[src/rtl/pipeline_hazard_ctrl.sv]
// Hazard/sequencing controller for the 5-stage ARM pipeline: load-use bubble, branch squash, operand forwarding.
// Optional performance counters are built when HAZARD_PERF_CNT_EN is defined.
module pipeline_hazard_ctrl #(
  parameter int FLUSH_CYCLES = 1,
  parameter int CNT_W        = 16
) (
  input  logic             clk,
  input  logic             reset,
  input  logic [3:0]       id_rn,
  input  logic [3:0]       id_rm,
  input  logic [3:0]       id_rd,
  input  logic             id_use_rn,
  input  logic             id_use_rm,
  input  logic             id_use_rd,
  input  logic [3:0]       ex_rd,
  input  logic [3:0]       mem_rd,
  input  logic [3:0]       wb_rd,
  input  logic             ex_rf_e,
  input  logic             mem_rf_e,
  input  logic             wb_rf_e,
  input  logic             ex_load,
  input  logic             ex_branch_taken,
  output logic             enable_pc,
  output logic             enable_ifid,
  output logic             S,
  output logic             flush_ifid,
  output logic [1:0]       fwd_a,
  output logic [1:0]       fwd_b,
  output logic [1:0]       fwd_c,
  output logic [1:0]       state,
  output logic [CNT_W-1:0] stall_count,
  output logic [CNT_W-1:0] flush_count
);

  typedef enum logic [1:0] {
    RUN   = 2'b00,
    STALL = 2'b01,
    FLUSH = 2'b10,
    BAD   = 2'b11
  } state_t;

  localparam logic [1:0] FLUSH_LOAD = 2'(FLUSH_CYCLES - 1);

  state_t     cur_state, nxt_state;
  logic [1:0] flush_cnt, flush_cnt_nxt;
  logic       load_use;

  // Youngest producer wins; a load still in EX cannot forward yet, so it reads as RF.
  function automatic logic [1:0] fwd_sel(
    input logic       use_r,
    input logic [3:0] r,
    input logic [3:0] e_rd, input logic e_rf_e, input logic e_load,
    input logic [3:0] m_rd, input logic m_rf_e,
    input logic [3:0] w_rd, input logic w_rf_e
  );
    logic [1:0] sel;
    sel = 2'b00;
    if (use_r && r != 4'd15) begin
      if (e_rf_e && e_rd == r)      sel = e_load ? 2'b00 : 2'b01;
      else if (m_rf_e && m_rd == r) sel = 2'b10;
      else if (w_rf_e && w_rd == r) sel = 2'b11;
    end
    return sel;
  endfunction

  assign load_use = ex_load & ex_rf_e & (
      (id_use_rn & (ex_rd == id_rn) & (id_rn != 4'd15)) |
      (id_use_rm & (ex_rd == id_rm) & (id_rm != 4'd15)) |
      (id_use_rd & (ex_rd == id_rd) & (id_rd != 4'd15)));

  always_comb begin
    // NOTE: every signal gets a default first so no path through this block can infer a latch.
    enable_pc     = 1'b1;
    enable_ifid   = 1'b1;
    S             = 1'b0;
    flush_ifid    = 1'b0;
    nxt_state     = cur_state;
    flush_cnt_nxt = flush_cnt;

    if (ex_branch_taken) begin
      flush_ifid = 1'b1;
      S          = 1'b1;
      if (FLUSH_CYCLES > 1) begin
        nxt_state     = FLUSH;
        flush_cnt_nxt = FLUSH_LOAD;
      end else begin
        nxt_state     = RUN;
        flush_cnt_nxt = 2'd0;
      end
    end else begin
      unique case (cur_state)
        RUN: begin
          if (load_use) begin
            enable_pc   = 1'b0;
            enable_ifid = 1'b0;
            S           = 1'b1;
            nxt_state   = STALL;
          end
        end
        STALL: nxt_state = RUN;
        FLUSH: begin
          flush_ifid = 1'b1;
          S          = 1'b1;
          if (flush_cnt <= 2'd1) begin
            nxt_state     = RUN;
            flush_cnt_nxt = 2'd0;
          end else begin
            flush_cnt_nxt = flush_cnt - 2'd1;
          end
        end
        default: begin
          nxt_state     = RUN;
          flush_cnt_nxt = 2'd0;
        end
      endcase
    end

    // Reset overrides the Mealy outputs: pipeline frozen with a NOP in ID.
    if (reset) begin
      enable_pc   = 1'b0;
      enable_ifid = 1'b0;
      S           = 1'b1;
      flush_ifid  = 1'b0;
    end
  end

  // NOTE: sequential state uses non-blocking assignments so every flop samples pre-edge values.
  always_ff @(posedge clk or posedge reset) begin
    if (reset) begin
      cur_state <= RUN;
      flush_cnt <= 2'd0;
    end else begin
      cur_state <= nxt_state;
      flush_cnt <= flush_cnt_nxt;
    end
  end

  assign state = cur_state;

  assign fwd_a = reset ? 2'b00 : fwd_sel(id_use_rn, id_rn, ex_rd, ex_rf_e, ex_load,
                                          mem_rd, mem_rf_e, wb_rd, wb_rf_e);
  assign fwd_b = reset ? 2'b00 : fwd_sel(id_use_rm, id_rm, ex_rd, ex_rf_e, ex_load,
                                          mem_rd, mem_rf_e, wb_rd, wb_rf_e);
  assign fwd_c = reset ? 2'b00 : fwd_sel(id_use_rd, id_rd, ex_rd, ex_rf_e, ex_load,
                                          mem_rd, mem_rf_e, wb_rd, wb_rf_e);

`ifdef HAZARD_PERF_CNT_EN
  logic [CNT_W-1:0] stall_q, flush_q;
  logic             stall_evt;

  assign stall_evt = (cur_state == RUN) & ~ex_branch_taken & load_use;

  // Saturating counters: hold at all-ones instead of wrapping.
  always_ff @(posedge clk or posedge reset) begin
    if (reset) begin
      stall_q <= '0;
      flush_q <= '0;
    end else begin
      if (stall_evt && stall_q != '1)       stall_q <= stall_q + CNT_W'(1);
      if (ex_branch_taken && flush_q != '1) flush_q <= flush_q + CNT_W'(1);
    end
  end

  assign stall_count = stall_q;
  assign flush_count = flush_q;
`else
  assign stall_count = '0;
  assign flush_count = '0;
`endif

endmodule

[config.mk]
export PLATFORM = sky130hd
export DESIGN_NAME = pipeline_hazard_ctrl
export DESIGN_NICKNAME = d
export VERILOG_FILES = /design/src/rtl/pipeline_hazard_ctrl.sv
export SDC_FILE = /design/constraint.sdc
export NUM_CORES = 1
export LEC_CHECK = 0
export CORE_AREA = 5 5 61 58
export CTS_BUF_LIST = sky130_fd_sc_hd__clkbuf_16
export DETAILED_ROUTE_END_ITERATION = 6
export DIE_AREA = 0 0 66 63
export PLACE_DENSITY_LB_ADDON = 0.08
export REMOVE_ABC_BUFFERS = 1
export SETUP_SLACK_MARGIN = 0.5
export SLEW_MARGIN = 25
export SYNTH_ARGS = -nofsm -noshare
export SYNTH_HDL_FRONTEND = slang
export SYNTH_SLANG_ARGS = --single-unit
[constraint.sdc]
create_clock -name clk -period 4.9 [get_ports clk]
set_clock_uncertainty 0.2 [all_clocks]
set_input_delay 1.47 -clock clk [delete_from_list [all_inputs] [get_ports clk]]
set_output_delay 1.47 -clock clk [all_outputs]
set_load 0.05 [all_outputs]
* Word level (Yosys, flattened, before mapping)
Index checks and enable logic that the tools add are counted.
** Storage, ports and cells
- Flip-flop bits (word level) :: 4
** Operators by class
- $add $sub $neg :: 1
- Magnitude comparators :: 1
- Bitwise logic cells :: 10
- Muxes and demuxes :: 34
- Eq/ne operators :: 17
- Reduce and logical (&&, ||, !) cells :: 15
** Operator list (number)
- two-way mux 2 bit :: 20
- equality test 4 bit :: 9
- logical AND 1 bit :: 12
- != test 4 bit (second input constant) :: 3
- two-way mux 1 bit :: 11
- AND 1 bit :: 8
- one-hot mux 2 bit (2 select lines) :: 2
- != test 3 bit (second input constant) :: 2
- equality test 2 x 1 -> 1 bit (second input constant) :: 1
- equality test 2 bit (second input constant) :: 1
- <= comparator 2 x 1 -> 1 bit (second input constant) :: 1
- logical NOT 2 bit :: 1
- != test 2 x 1 -> 1 bit (second input constant) :: 1
- OR 1 bit :: 2
- one-hot mux 1 bit (2 select lines) :: 1
- AND reduction 2 bit :: 1
- OR reduction 2 bit :: 1
- subtractor 2 x 1 -> 2 bit (second input constant) :: 1

* Depth between registers and ports, before layout
Gate-level depths: netlist of the first run.
- Depth after elaboration :: 10
- Mapped depth :: 5
- Depth with buffers taken out :: 4

* Least setup slack after synthesis of the first run
OpenSTA, ideal clock, no wires.
- Path kind :: input to output
- Start :: input port ex_branch_taken
- End :: output port enable_pc
- Arrival :: 3095 ps
- Path slack :: 135 ps
- Stages on the path :: 3
- Buffers on the path :: 1
- Cells stage by stage :: nor2b_1 a311o_1 buf_4
** Between the ends
- Word-level cells in the longest chain between the ends :: 2
** Ends and longest elaborated chain
- start, declared :: RTL line 22 : input logic ex_branch_taken,
- two-way mux 1 bit (2 in series)
- end, declared :: RTL line 23 : output logic enable_pc,
Every way passes these cells.

* Worst setup path in the final report of the first run
- Start :: input port id_rm[1]
- End :: output port S
** Between the ends
- Word-level cells in the longest chain between the ends :: 10
** Ends and longest elaborated chain
- start, declared :: RTL line 10 : input logic [3:0] id_rm,
- equality test 4 bit :: RTL line 68 : (id_use_rm & (ex_rd == id_rm) & (id_rm != 4'd15)) |
- AND 1 bit :: RTL line 68
- AND 1 bit (*) :: RTL line 68
- OR 1 bit (*) :: RTL line 67 : (id_use_rn & (ex_rd == id_rn) & (id_rn != 4'd15)) |
- OR 1 bit (*) :: RTL line 68
- AND 1 bit (*) :: RTL line 66 : assign load_use = ex_load & ex_rf_e & (
- two-way mux 1 bit (*) :: RTL line 93 : if (load_use) begin
- one-hot mux 1 bit (2 select lines) (*) :: RTL line 91 : unique case (cur_state)
- two-way mux 1 bit (*) :: RTL line 80 : if (ex_branch_taken) begin
- two-way mux 1 bit (*) :: RTL line 119 : if (reset) begin
- end, declared :: RTL line 25 : output logic S,
Mark *: on every way between the ends. The rest lies on a longest branch, timed or not.

==> reports/metrics.csv, run 1 <==
metric;value;unit
grt.total_usage;0.138;
final_util;0.546;
regToRegSetupSlack;3.77;ns
wire_per_inst;13.6;um
n_fill_cell;293;
cp.required;3.23;ns
final_cells;227;
holdWs;0.440;ns
placedInstanceArea;0.00141;mm2
rsz0062_at_grt;true;
synth_cells;126;
clkTransAtPathRegs;0;ns
antenna_left;0;
n_antenna_cell;0;
syn_area;935;um2
overflow;0;
vias_per_cell;4.34;
grt_max_degree;6;
path_class;in2out;
final_area;0.00157;mm2
fin_crit_sh;0.904;
fp.dieArea;0.00416;mm2
status;finished clean;
die_h;63;um
globalplace.congestion;0.852;
fin_crit;4.43;ns
via_count;986;
ioPinCount;78;
finalWorstSetupSlack;0.470;ns
syn_to_final_growth;68.1;%
nets;221;
cellLeakagePower;0.000701;uW
drive_gt1_frac;0.362;
die_x;66;um
grt_pass1_vias;1006;
initial_core_util;0.325;
final-setup-viol-count;0;
maxSlewViolCount;0;
p_per_area;118;mW/mm2
drtIter0Drc;39;
path_max_fanout;2;
timing.fmax;226;MHz
critPathLaunchType;input port;
syn_area_per_cell;7.42;um2
fp-row-count;19;
pre_cts_ws;-0.0519;ns
ys_warn_count;0;
grt_pass1_wl;4760;um
io_buffers;44;
cp-end-kind;output port;
ys_seq_area_frac;0.0268;
antenna_found_initial;0;
worst_ep_arrival_time;2.76;ns
dp_hpwl;2630;um
drc;0;
peakVddDrop;0.0000526;V
hp-class;reg2reg;
synth_cell_types;26;
core;0.00288;mm2
clk_latency;0;ns
max_cap_viol_count;0;
hold_viol;0;
wirelength;3090;um
drt_pass1_iterations;4;
dpl.cell_count;220;
largest_register_ffs;1;
ys_seq_elements;1;
-- cells in the mapped netlist (all sizes together) --
cell type,n,share of area
o22a,1,0.0094
buf,34,0.27
a21oi,1,0.0053
nand3,6,0.032
nor2,6,0.024
nor2b,1,0.0067
o32ai,1,0.0094
and3,1,0.0067
and2,3,0.020
conb,1,0.0040
a311o,1,0.011
nor4,1,0.013
nand3b,1,0.0080
a32o,3,0.032
dfrtp,1,0.027
a2111o,1,0.012
and3b,1,0.0094
o2111a,2,0.024
nand4,5,0.033
xor2,25,0.23
nand2,5,0.020
inv,3,0.012
nor3,7,0.037
a211oi,1,0.0080
xnor2,11,0.10
a21boi,3,0.024
-- through the flow --
stage	total power [uW]	TNS, ns
after floorplan	111	0
after global placement	172	-0.0192
after detailed placement	172	-0.103
after CTS	178	0
after global routing	196	0
final	186	0
-- routing by layer --
| metal | share of wire | wire length, um | global-route usage | vias to the layer above |
|---|---|---|---|---|
| met4 | 0 | 0 | 0.00761 | 0 |
| li1 | - | - | - | 485 |
| met3 | 0.079 | 245 | 0.0180 | 0 |
| met5 | 0 | 0 | 0 | - |
| met2 | 0.50 | 1530 | 0.253 | 51 |
| met1 | 0.42 | 1310 | 0.177 | 450 |
-- report_power, final --
group | internal, uW | total (uW) | switching, uW
clock network | 0 | 0 | 0
registers | 8.52 | 8.59 | 0.0723
logic | 60.8 | 177 | 117
-- cells in the final DEF (no fill, tap or decap), drive strengths merged, types with 5 or more instances in the layout --
cell           synthesis  layout
conb                   1      33
nand4                  5       5
clkdlybuf4s50          0       7
nand2                  5       5
xnor2                 11      11
nor3                   7       7
nand3                  6       6
xor2                  25      25
dlygate4sd2            0       8
buf                   34      43
nor2                   6       6
-- final cells by class --
class | count | area, um2 | area share
Timing Repair Buffer | 61 | 592 | 0.377
Sequential cell | 1 | 25.0 | 0.0159
Inverter | 3 | 11.3 | 0.00717
Multi-Input combinational cell | 120 | 891 | 0.567
Tap cell | 42 | 52.6 | 0.0334
-- critical path, stage by stage --
cell      delay [ns]
buf_8           0.10
xor2_2          0.18
nor4_4          0.07
buf_4           0.14
and3_4          0.17
a2111o_1        0.45
buf_12          0.17
-- path summary, 6_finish.rpt --
path	startpoint	to	cells past startpoint
max in group asynchronous	reset	state[0]	3
worst min register to register	state[0]	state[0]	2
min in group asynchronous	reset	state[0]	3
worst max-delay path	id_rm[1]	S	7
worst min-delay path	state[0]	state[0]	2
worst max register to register	state[0]	state[0]	2
-- kinds of logic after synthesis --
logic type / Yosys count / synth area share
and+or+nand+nor: 37 / 0.212
buffers and inverters: 37 / 0.285
xor gates and xnor gates: 36 / 0.337
AOI/OAI and AO/OA: 14 / 0.135
DFF: 1 / 0.0268
other: 1 / 0.00401
-- what timing repair did --
item                       CTS  global route
hold buffers                 0             0
resized for setup          114            16
gates cloned                 0             0
pin swaps                   28            12
hold endpoints to repair     0             0
setup endpoints to repair    9             8
setup buffers                7             0
Power figures use the tool's default switching activity.
==> run 2: changes to the inputs <==
--- a/config.mk
+++ b/config.mk
@@ -5,10 +5,12 @@
 export SDC_FILE = /design/constraint.sdc
 export NUM_CORES = 1
 export LEC_CHECK = 0
-export CORE_AREA = 5 5 61 58
+export CELL_PAD_IN_SITES_DETAIL_PLACEMENT = 2
+export CELL_PAD_IN_SITES_GLOBAL_PLACEMENT = 2
+export CORE_AREA = 5 5 81 83
 export CTS_BUF_LIST = sky130_fd_sc_hd__clkbuf_16
 export DETAILED_ROUTE_END_ITERATION = 6
-export DIE_AREA = 0 0 66 63
+export DIE_AREA = 0 0 86 88
 export PLACE_DENSITY_LB_ADDON = 0.08
 export REMOVE_ABC_BUFFERS = 1
 export SETUP_SLACK_MARGIN = 0.5
==> run 2 against run 1 <==
  * Die area rose by 82%
  * Critical path type unchanged
  * Global-route usage decreased by 2.6 points
  * Combinational power increased by 12%
  * Largest power group unchanged
  * Setup slack worse by 0.053 ns
  * Via count is 14% higher
  * Sequential share of layout area is 0.25 points lower
  * Highest routed layer is now met4
  * Critical path depth stayed put
==> reports/metrics.csv, run 2 (synthesized netlist as in run 1, its figures left out) <==
metric;value;unit;change
drtIter0Drc;9;;-77%
path_buf_inv;3;;unchanged
critPathLaunchType;input port;;
antenna_found_initial;0;;unchanged
hold_viol;0;;unchanged
power_switching;126;uW;+8.4%
slowest_delay;0.27;ns;-0.18 ns
grt.total_usage;0.112;;-0.0261
clkTransAtPathRegs;0;ns;unchanged
path_max_fanout;3;;+1
antenna_left;0;;unchanged
fp.dieArea;0.00757;mm2;+82%
nets;241;;+9.0%
p_per_area;111;mW/mm2;-6.2%
drt_pass1_iterations;4;;unchanged
drc;0;;unchanged
crit_start;id_rn[1];;
clock_power_share;0;;unchanged
cp.required;3.23;ns;about the same
ioPinCount;78;;unchanged
fin_crit;4.48;ns;+0.0530 ns
setup.worst_path.end;fwd_a[0];;
rsz0062_at_grt;true;;
hp-class;reg2reg;;
path_class;in2out;;
sw_frac_of_total;0.610;;-0.0175
regToRegSetupSlack;3.75;ns;-0.02 ns
vias_per_cell;4.01;;-7.7%
layout_common_cells;conb_1, buf_4, xor2_1;;
overflow;0;;unchanged
rr_worst_depth;2;;unchanged
wire_per_inst;15.9;um;+17%
n_antenna_cell;0;;unchanged
n_fill_cell;672;;+130%
die_x;86;um;+30%
final_util;0.323;;-0.223
globalplace.congestion;0.795;;-6.7%
critPathMostFrequentCell;buf_8;;
r2r_start;state[0];;
worst_ep_arrival_time;2.81;ns;+0.05 ns
dp_hpwl;3610;um;+37%
fin_crit_sh;0.915;;+0.0108
die_h;88;um;+40%
core;0.00578;mm2;+100%
holdWs;0.480;ns;+0.0400 ns
grt_pass1_wl;6690;um;+40%
drive_gt1_frac;0.473;;+0.111
final-setup-viol-count;0;;unchanged
crit_cells;7;;unchanged
via_count;1123;;+14%
syn_to_final_growth;99.9;%;
final_common_cell;conb_1;;
maxSlewViolCount;0;;unchanged
p_comb_frac;0.958;;+0.004
cts_hold_buf;0;;unchanged
r2r-end;state[0];;
crit_chain;buf_8 -> xnor2_2 -> nand4_1 -> buf_4 -> o2111a_1 -> a32o_2 -> buf_8;;
crit_path_top_delay_cell;a32o_2;;
path_delay_family;compound AO/OA/AOI/OAI gates;;
cellLeakagePower;0.000849;uW;+21%
peakVddDrop;0.0000510;V;-3.0%
clk_latency;0;ns;unchanged
largest_register_ffs;1;;unchanged
cp-end-kind;output port;;
initial_core_util;0.162;;-0.163
p_seq_frac;0.042;;-0.004
intPower;81.0;uW;+17%
grt_pass1_vias;1259;;+25%
timing.fmax;223;MHz;-1.2%
status;finished clean;;
grt_max_degree;6;;unchanged
fp-row-count;28;;+9
max_cap_viol_count;0;;unchanged
io_buffers;44;;unchanged
wirelength;4440;um;+44%
-- run 2: cell count changes in the layout (fill, tap and decap cells not counted), sizes merged --
cell,change
buf,+20
dlygate4sd2,+3
clkbuf,-1
clkdlybuf4s50,-2
-- run 2: how the worst min path moves through the flow --
stage,from,to,cells after the start
detailed placement,state[0],state[0],2
CTS,state[0],state[0],2
global placement,state[0],state[0],2
global route,state[0],state[0],2
finish,state[0],state[0],2
floorplan,state[0],state[0],2
-- run 2: area by class of cell --
class / instances / area (um2) / area share
Timing Repair Buffer: 81 / 793 / 0.425
Inverter: 3 / 11.3 / 0.00603
Tap cell: 75 / 93.8 / 0.0502
Sequential cell: 1 / 25.0 / 0.0134
Multi-Input combinational cell: 120 / 945 / 0.506
-- run 2: what timing repair did --
| item | CTS | global route |
|---|---|---|
| gates cloned | 0 | 0 |
| setup endpoints to repair | 9 | 10 |
| gates resized for setup | 121 | 33 |
| pin swaps | 29 | 16 |
| buffers inserted | 19 | 3 |
-- run 2: metrics by stage --
step / worst slack (ns) / cells / TNS [ns] / area (um2) / power (uW)
4_1_cts: 0.427 / 277 / 0 / 1710 / 194
3_3_place_gp: -0.0333 / 258 / -0.103 / 1480 / 179
2_1_floorplan: 0.0904 / 124 / 0 / 800 / 111
5_1_grt: 0.347 / 280 / 0 / 1870 / 219
3_5_place_dp: -0.0823 / 258 / -0.223 / 1480 / 181
6_report: 0.417 / 280 / 0 / 1870 / 207
-- run 2: tightest hold or removal path, stage by stage, from the launching register on --
cell,delay [ns]
dfrtp_1,0.35
nand3b_1,0.20
a211oi_2,0.06
-- run 2: layer usage --
layer | wire [um] | up-vias | GRT usage | part of all wire
met2 | 2310 | 57 | 0.219 | 0.52
met1 | 1750 | 532 | 0.133 | 0.39
li1 | - | 530 | - | -
met4 | 63 | 0 | 0.00576 | 0.014
met3 | 319 | 4 | 0.0169 | 0.072
met5 | 0 | - | 0 | 0
-- run 2: power by group through the flow --
stage | Combinational [uW] | Clock, uW | Sequential (uW)
after detailed placement | 172 | 0 | 8.60
after CTS | 186 | 0 | 8.61
after global routing | 210 | 0 | 8.64
after floorplan | 102 | 0 | 8.96
final | 199 | 0 | 8.61
after global placement | 170 | 0 | 8.58
